[src/rtl/div_unit.sv]
// div_unit: multi-cycle 32-bit restoring divider for DIV/DIVU.
// One quotient bit per cycle, fixed 33-cycle latency, cancellable by annul_i.
// result_o = {remainder, quotient}; remainder sign follows the dividend and
// the quotient truncates toward zero.
module div_unit (
  input  logic        clk,
  input  logic        rst,
  input  logic        signed_div_i,
  input  logic [31:0] opdata1_i,
  input  logic [31:0] opdata2_i,
  input  logic        start_i,
  input  logic        annul_i,
  output logic [63:0] result_o,
  output logic        ready_o
);

  typedef enum logic [1:0] {
    S_FREE   = 2'd0,
    S_BYZERO = 2'd1,
    S_ON     = 2'd2,
    S_END    = 2'd3
  } state_e;

  state_e      state_q, state_d;
  logic [5:0]  cnt_q, cnt_d;
  logic [64:0] work_q, work_d;
  logic [31:0] divisor_q, divisor_d;
  logic        qneg_q, qneg_d;
  logic        rneg_q, rneg_d;
  logic [63:0] result_q, result_d;
  logic        ready_q, ready_d;

  logic [31:0] op1_abs_s;
  logic [31:0] op2_abs_s;
  logic [32:0] diff_s;
  logic [31:0] quot_s;
  logic [31:0] rem_s;

  // Two's-complement magnitude when the operand is to be treated as negative.
  function automatic logic [31:0] abs32(input logic [31:0] v, input logic neg);
    abs32 = neg ? (~v + 32'd1) : v;
  endfunction

  assign op1_abs_s = abs32(opdata1_i, signed_div_i & opdata1_i[31]);
  assign op2_abs_s = abs32(opdata2_i, signed_div_i & opdata2_i[31]);

  // The partial remainder is 33 bits wide (work[64:32]) after the shift, so
  // bit 64 takes part in the trial subtraction; otherwise divisors with bit 31
  // set would lose the top remainder bit.
  assign diff_s = work_q[64:32] - {1'b0, divisor_q};

  assign quot_s = qneg_q ? (32'd0 - work_q[31:0])  : work_q[31:0];
  assign rem_s  = rneg_q ? (32'd0 - work_q[64:33]) : work_q[64:33];

  // Next-state and datapath decisions for the divider FSM.
  always_comb begin
    state_d   = state_q;
    cnt_d     = cnt_q;
    work_d    = work_q;
    divisor_d = divisor_q;
    qneg_d    = qneg_q;
    rneg_d    = rneg_q;
    result_d  = result_q;
    ready_d   = ready_q;

    case (state_q)
      S_FREE: begin
        ready_d  = 1'b0;
        result_d = 64'd0;
        if (start_i && !annul_i) begin
          if (opdata2_i == 32'd0) begin
            state_d = S_BYZERO;
          end else begin
            state_d   = S_ON;
            work_d    = {32'd0, op1_abs_s, 1'b0};
            divisor_d = op2_abs_s;
            cnt_d     = 6'd0;
            qneg_d    = signed_div_i & (opdata1_i[31] ^ opdata2_i[31]);
            rneg_d    = signed_div_i & opdata1_i[31];
          end
        end else begin
          state_d = S_FREE;
        end
      end

      S_BYZERO: begin
        if (annul_i) begin
          state_d  = S_FREE;
          ready_d  = 1'b0;
          result_d = 64'd0;
        end else begin
          state_d  = S_END;
          ready_d  = 1'b1;
          result_d = 64'd0;
        end
      end

      S_ON: begin
        if (annul_i) begin
          state_d  = S_FREE;
          ready_d  = 1'b0;
          result_d = 64'd0;
        end else if (cnt_q == 6'd32) begin
          state_d  = S_END;
          ready_d  = 1'b1;
          result_d = {rem_s, quot_s};
        end else begin
          if (diff_s[32]) begin
            work_d = {work_q[63:0], 1'b0};
          end else begin
            work_d = {diff_s[31:0], work_q[31:0], 1'b1};
          end
          cnt_d = cnt_q + 6'd1;
        end
      end

      S_END: begin
        if (!start_i) begin
          state_d  = S_FREE;
          ready_d  = 1'b0;
          result_d = 64'd0;
        end else begin
          state_d = S_END;
        end
      end

      default: begin
        state_d  = S_FREE;
        ready_d  = 1'b0;
        result_d = 64'd0;
      end
    endcase
  end

  // State and datapath registers with asynchronous active-low reset.
  always_ff @(posedge clk or negedge rst) begin
    if (!rst) begin
      state_q   <= S_FREE;
      cnt_q     <= 6'd0;
      work_q    <= 65'd0;
      divisor_q <= 32'd0;
      qneg_q    <= 1'b0;
      rneg_q    <= 1'b0;
      result_q  <= 64'd0;
      ready_q   <= 1'b0;
    end else begin
      state_q   <= state_d;
      cnt_q     <= cnt_d;
      work_q    <= work_d;
      divisor_q <= divisor_d;
      qneg_q    <= qneg_d;
      rneg_q    <= rneg_d;
      result_q  <= result_d;
      ready_q   <= ready_d;
    end
  end

  assign result_o = result_q;
  assign ready_o  = ready_q;

endmodule
[config.mk]
export PLATFORM = sky130hd
export DESIGN_NAME = div_unit
export DESIGN_NICKNAME = d
export VERILOG_FILES = /design/src/rtl/div_unit.sv
export SDC_FILE = /design/constraint.sdc
export NUM_CORES = 1
export LEC_CHECK = 0
export CAP_MARGIN = 20
export CELL_PAD_IN_SITES_DETAIL_PLACEMENT = 0
export CELL_PAD_IN_SITES_GLOBAL_PLACEMENT = 2
export CORE_MARGIN = 4
export CORE_UTILIZATION = 31
export DETAILED_ROUTE_END_ITERATION = 8
export GPL_ROUTABILITY_DRIVEN = 1
export PLACE_DENSITY_LB_ADDON = 0.1
export SYNTH_ARGS = -nofsm -noshare
export SYNTH_HDL_FRONTEND = slang
export SYNTH_SLANG_ARGS = --single-unit
export TNS_END_PERCENT = 50
[constraint.sdc]
create_clock -name clk -period 2.7 [get_ports clk]
set_input_delay 0.405 -clock clk [delete_from_list [all_inputs] [get_ports clk]]
set_output_delay 0.405 -clock clk [all_outputs]
set_load 0.005 [all_outputs]
# Word-level counts from Yosys, hierarchy flattened
# Index checks and enable logic that the tools add are counted.
# op_classes
addsub	6
mul	0
div	0
magnitude_cmp	0
n_eq_ne	10
shift	0
n_mux	31
bitwise_logic	7
n_reduce_logical	9
# ops
operator	n
65-bit 2-to-1 mux	5
64-bit 2-to-1 mux	3
64-bit case mux with 3 select lines	1
65-bit case mux with 2 select lines	1
32-bit 2-to-1 mux	4
32-bit by 1-bit adder with 32-bit output (second input constant)	2
32-bit inverter	2
1-bit by 32-bit subtractor with 32-bit output (first input constant)	2
33-bit by 32-bit subtractor with 33-bit output	1
32-bit zero test	1
6-bit 2-to-1 mux	4
2-bit 2-to-1 mux	6
6-bit case mux with 2 select lines	1
2-bit != test (second input constant)	5
2-bit case mux with 4 select lines	1
6-bit by 1-bit adder with 6-bit output (second input constant)	1
6-bit equality test (second input constant)	1
5-bit AND reduction	1
2-bit equality test (second input constant)	2
1-bit 2-to-1 mux	4
1-bit case mux with 4 select lines	1
1-bit AND	3
3-bit != test (second input constant)	1
3-bit AND reduction	1
9 further kinds	9
# totals
reg_bits	172
latchBits	0
mem_bits_rw	0
rom_bits	0
input_bits	69
out_inout_bits	65
elab_cells	71
mem_count	0

# Depth between registers and ports, before layout
# Gate-level depths: netlist of the first run.
# logic_depth
word_depth	6
ltp_mapped	14
depth_no_buf	12

# Worst setup path before layout of the first run
# No wires, ideal clock.
# synth_timing
path_type	register to register
from	register work_q[55]
to	register work_q[56]
setup_ns	0.116
t_arrival_ns	2.845
required_time_ns	2.584
slack_ns	-0.261
stages_incl_launch_ff	13
n_path_buf	2
period_less_slack_ns	2.961
cell_sequence	dfrtp_1 ha_1 a21oi_1 o21ai_0 o2111a_1 a221o_1 a21oi_1 o21ai_1 xnor2_1 buf_2 clkbuf_1 nand3_1 o311ai_0
# synth_between
elab_chain_len	5
# synth_rtl
item	line	text
from (decl)	26	logic [64:0] work_q, work_d;
from (signal assigned)	149	work_q <= work_d;
33-bit by 32-bit subtractor with 33-bit output	50	assign diff_s = work_q[64:32] - {1'b0, divisor_q};
65-bit 2-to-1 mux (*)	108	if (diff_s[32]) begin
65-bit 2-to-1 mux (*)	103	end else if (cnt_q == 6'd32) begin
65-bit 2-to-1 mux (*)	99	if (annul_i) begin
65-bit case mux with 2 select lines (*)	66	case (state_q)
# Every way passes the cells marked *; elsewhere a longest branch is shown, timed or not. The select of a mux whose other input is x is not followed.
# A chain may end at the register's enable or synchronous reset.

# Worst setup path after layout of the first run
# layout_timing
from	register work_q[42]
to	register result_q[60] (netlist: result_o[60])
# layout_between
elab_chain_len	5
# layout_rtl
item	line	text
1-bit by 32-bit subtractor with 32-bit output	53	assign rem_s = rneg_q ? (32'd0 - work_q[64:33]) : work_q[64:33];
32-bit 2-to-1 mux	53	
64-bit 2-to-1 mux	103	
64-bit 2-to-1 mux	99	
64-bit case mux with 3 select lines	66	
to (signal assigned)	153	result_q <= result_d;
to (decl)	30	logic [63:0] result_q, result_d;
# No other way between the ends. The select of a mux whose other input is x is not followed.

==> results.json, run 1 <==
{
  "outcome": "finished, violations left",
  "violations": "setup timing",
  "critPathKind": "reg -> reg",
  "max-vdd-ir-drop_uv": 488,
  "place_hpwl_um": 26900,
  "wl_per_cell_um": 16.8,
  "dpl_cell_area_sq_um": 14800,
  "combPwrFrac_pct": 51.8,
  "async_flop_share_pct": 100,
  "cap_violations": 0,
  "drv_slew": 0,
  "seq_area_frac_synth_pct": 38.4,
  "ctsRootBufferMaster": "clkbuf_16",
  "tightest_slew_ns": 0.764,
  "end_kind": "register",
  "synthCells": 1357,
  "synth_top_area_share_pct": 38.4,
  "fin_crit_ns": 2.82,
  "avgViaCountPerCell": 4.91,
  "max_freq_mhz": 354,
  "swShare_pct": 40.9,
  "grt_max_degree": 64,
  "utilization_pct": 48.1,
  "grt_pass1_wl_um": 57600,
  "drtPass1Iterations": 4,
  "start_util_pct": 31.5,
  "switching_power_uw": 5260,
  "p_per_area_nw_per_um2": 749,
  "ys.flop_type": "dfrtp_1",
  "ys_warn_count": 0,
  "synth_area_leaders": "dfrtp_1, o21ai_0, nand2_1",
  "antenna_found_initial": 0,
  "yosysUniqueCellTypes": 69,
  "gr-usage-all-layers_pct": 18.3,
  "p_leak_uw": 0.00771,
  "cp.arrival_ns": 3.14,
  "syn_area_sq_um": 11200,
  "drt_iter0_markers": 484,
  "holdWs_ns": 0.448,
  "nets": 1819,
  "cts_tree": "done",
  "crit_required_ns": 3.01,
  "drive_gt1_share_pct": 27.7,
  "fill_cells": 3465,
  "insertion_delay_ns": 0.44,
  "p_int_uw": 7590,
  "clkPwrFrac_pct": 19.1,
  "first_global_vias": 10598,
  "cts_buffers": 17,
  "die_h_um": 198,
  "syn_avg_cell_area_sq_um": 8.27,
  "start_kind": "register",
  "seqPwrFrac_pct": 29.1,
  "core_area_sq_um": 35700,
  "yosysTopAreaCell": "dfrtp_1",
  "final_hold_viol_count": 0,
  "p_total_uw": 12800,
  "synth-edff-count": 0,
  "die_area_sq_um": 39300,
  "final_cell_area_sq_um": 17200,
  "worst_slack_ns": -0.121,
  "cts.clk_slew.worst_paths_ns": 0.07,
  "port_buffers": 133,
  "synth_seq_cells": 172,
  "cp_max_fo": 5,
  "die_w_um": 198,
  "n_antenna_cell": 0,
  "clock_path_buffers": 2,
  "areaGrowthSynthToFinish_pct": 52.9,
  "cts_sinks": 172,
  "h-tree-depth": 4,
  "route.detailed.drc": 0,
  "pre_cts_slack_ns": -0.521,
  "slew_headroom_pct": 49.1,
  "period_share_pct": 104,
  "place_congestion": 0.831,
  "vias": 10722,
  "syn_nets": 1468,
  "min_path_type": "in -> reg",
  "drtAntennaViolNets": 0,
  "overflow": 0,
  "io_pins": 134,
  "finalWirelength_um": 36600,
  "finClkSkew_ns": 0.0120,
  "num_rows": 69,
  "rsz0062_at_grt": "true",
  "finalSetupViolCount": 42
}
==> critical path, cell delays in order, from the launching register on <==
cell	delay, ns
dfrtp_2	0.46
or4_4	0.55
or3_4	0.35
or4_4	0.49
nand2b_4	0.17
nor3_2	0.12
nand2_2	0.12
o31ai_4	0.19
xor2_1	0.18
o21ai_1	0.07
==> final cells by class <==
class / instances / area (sq um) / share of cell area (%)
well taps: 461 / 577 / 3.36
clock buffers: 20 / 457 / 2.66
multi-input cells: 1054 / 7630 / 44.5
clock inverters: 12 / 113 / 0.657
flip-flops and latches: 172 / 4310 / 25.1
inverters: 58 / 218 / 1.27
repair buffers: 405 / 3840 / 22.4
==> flip-flops by register name (all words and copies together), names as in the netlist <==
register and flops:
cnt_q 6, divisor_q 32, qneg_q 1, ready_o 1, result_o 64, rneg_q 1
state_q 2, work_q 65
==> metrics by stage <==
step	TNS [ns]	std cells
finish	-1.71	2182
global route	-7.28	2182
CTS	-2.75	2165
detailed placement	-40.74	2115
global placement	-35.48	2115
floorplan	-0.128	1357
==> path summary, 6_finish.rpt <==
path / start / end / slack [ns] / cells past startpoint
min in group asynchronous: rst / result_o[14] / 0.52 / 2
worst min register to register: result_o[53] / result_o[53] / 0.48 / 2
worst max register to register: work_q[42] / result_o[60] / -0.12 / 9
max in group asynchronous: rst / divisor_q[1] / 1.48 / 3
worst max-delay path: work_q[42] / result_o[60] / -0.12 / 9
worst min-delay path: opdata2_i[20] / divisor_q[20] / 0.45 / 5
==> logic make-up after synthesis <==
family	synth area share, %
adders and majority gates	4.75
and+or+nand+nor	18.0
AOI/OAI and AO/OA	22.1
DFF	38.4
buffers and inverters	4.52
xor gates and xnor gates	11.5
muxes	0.814
==> what timing repair did <==
action                                  4_1_cts  5_1_grt
hold buffers                                  1        0
endpoints found under the setup margin       53      100
resized for setup                           110      145
pin swaps                                    34       75
buffers inserted                             10       12
hold endpoints to repair                     50        0
gates cloned                                  8        6
==> per-layer routing <==
layer	routed length, um	track usage [%]	vias to the layer above
li1	-	-	5480
met1	19500	28.4	5091
met2	16100	27.3	135
met3	822	2.19	16
met4	224	3.60	0
met5	0	0	-
==> synth_stat cells (3+ instances only) <==
master,count
o311ai_0,21
or4_4,4
nand3_1,41
ha_1,41
or4_1,7
a21o_1,16
buf_1,5
o21bai_1,5
a21oi_1,83
or2_2,3
a221oi_1,3
o211ai_1,3
a32oi_1,7
xor2_1,98
o31ai_1,25
nor2b_1,9
clkbuf_1,58
inv_1,58
o21a_1,3
nor3_1,17
and3_1,5
or3_1,16
o21ai_0,193
nand4_1,7
xnor2_1,47
o41ai_1,11
nand2_1,236
o21ai_1,9
mux2i_1,8
nor4_1,8
nor2_1,68
a31oi_1,6
dfrtp_1,172
a22o_1,6
buf_2,8
nand2b_1,7
and2_1,6
==> power by group through the flow <==
stage	Sequential [uW]	Clock, uW	Combinational, uW
detailed placement	3740	0	5710
global placement	3720	0	5670
floorplan	3580	0	3380
CTS	3700	2520	6020
global route	3830	2620	7360
finish	3740	2460	6650
==> placed cells by master, fill, tap and decap left out, types with 8 or more instances in the layout <==
master / instances
a21o_1: 16
a21oi_1: 74
buf_12: 14
buf_16: 8
buf_4: 236
buf_6: 8
clkbuf_16: 22
clkdlybuf4s50_1: 129
dfrtp_1: 165
ha_1: 26
ha_4: 13
inv_1: 45
inv_2: 13
mux2i_1: 8
nand2_1: 229
nand3_1: 13
nand3_2: 18
nand3_4: 10
nor2_1: 65
nor2b_1: 8
nor3_1: 15
nor4_1: 8
o21ai_0: 176
o21ai_1: 19
o311ai_4: 18
o31ai_1: 14
o31ai_2: 8
o41ai_1: 9
or3_1: 11
xnor2_1: 43
xor2_1: 97
Note: power is estimated with default switching activity, not from simulation.
==> run 2, diff against run 1 <==
--- a/config.mk
+++ b/config.mk
@@ -5,6 +5,7 @@
 export SDC_FILE = /design/constraint.sdc
 export NUM_CORES = 1
 export LEC_CHECK = 0
+export ABC_CLOCK_PERIOD_IN_PS = 2700
 export CAP_MARGIN = 20
 export CELL_PAD_IN_SITES_DETAIL_PLACEMENT = 0
 export CELL_PAD_IN_SITES_GLOBAL_PLACEMENT = 2
==> results of run 2 <==
No change in the layout: final DEF, timing and power equal those of run 1.
==> run 3, diff against run 2 <==
--- a/config.mk
+++ b/config.mk
@@ -6,7 +6,7 @@
 export NUM_CORES = 1
 export LEC_CHECK = 0
 export ABC_CLOCK_PERIOD_IN_PS = 2700
-export CAP_MARGIN = 20
+export CAP_MARGIN = 10
 export CELL_PAD_IN_SITES_DETAIL_PLACEMENT = 0
 export CELL_PAD_IN_SITES_GLOBAL_PLACEMENT = 2
 export CORE_MARGIN = 4
==> results of run 3 <==
No change in the layout: final DEF, timing and power equal those of run 1.
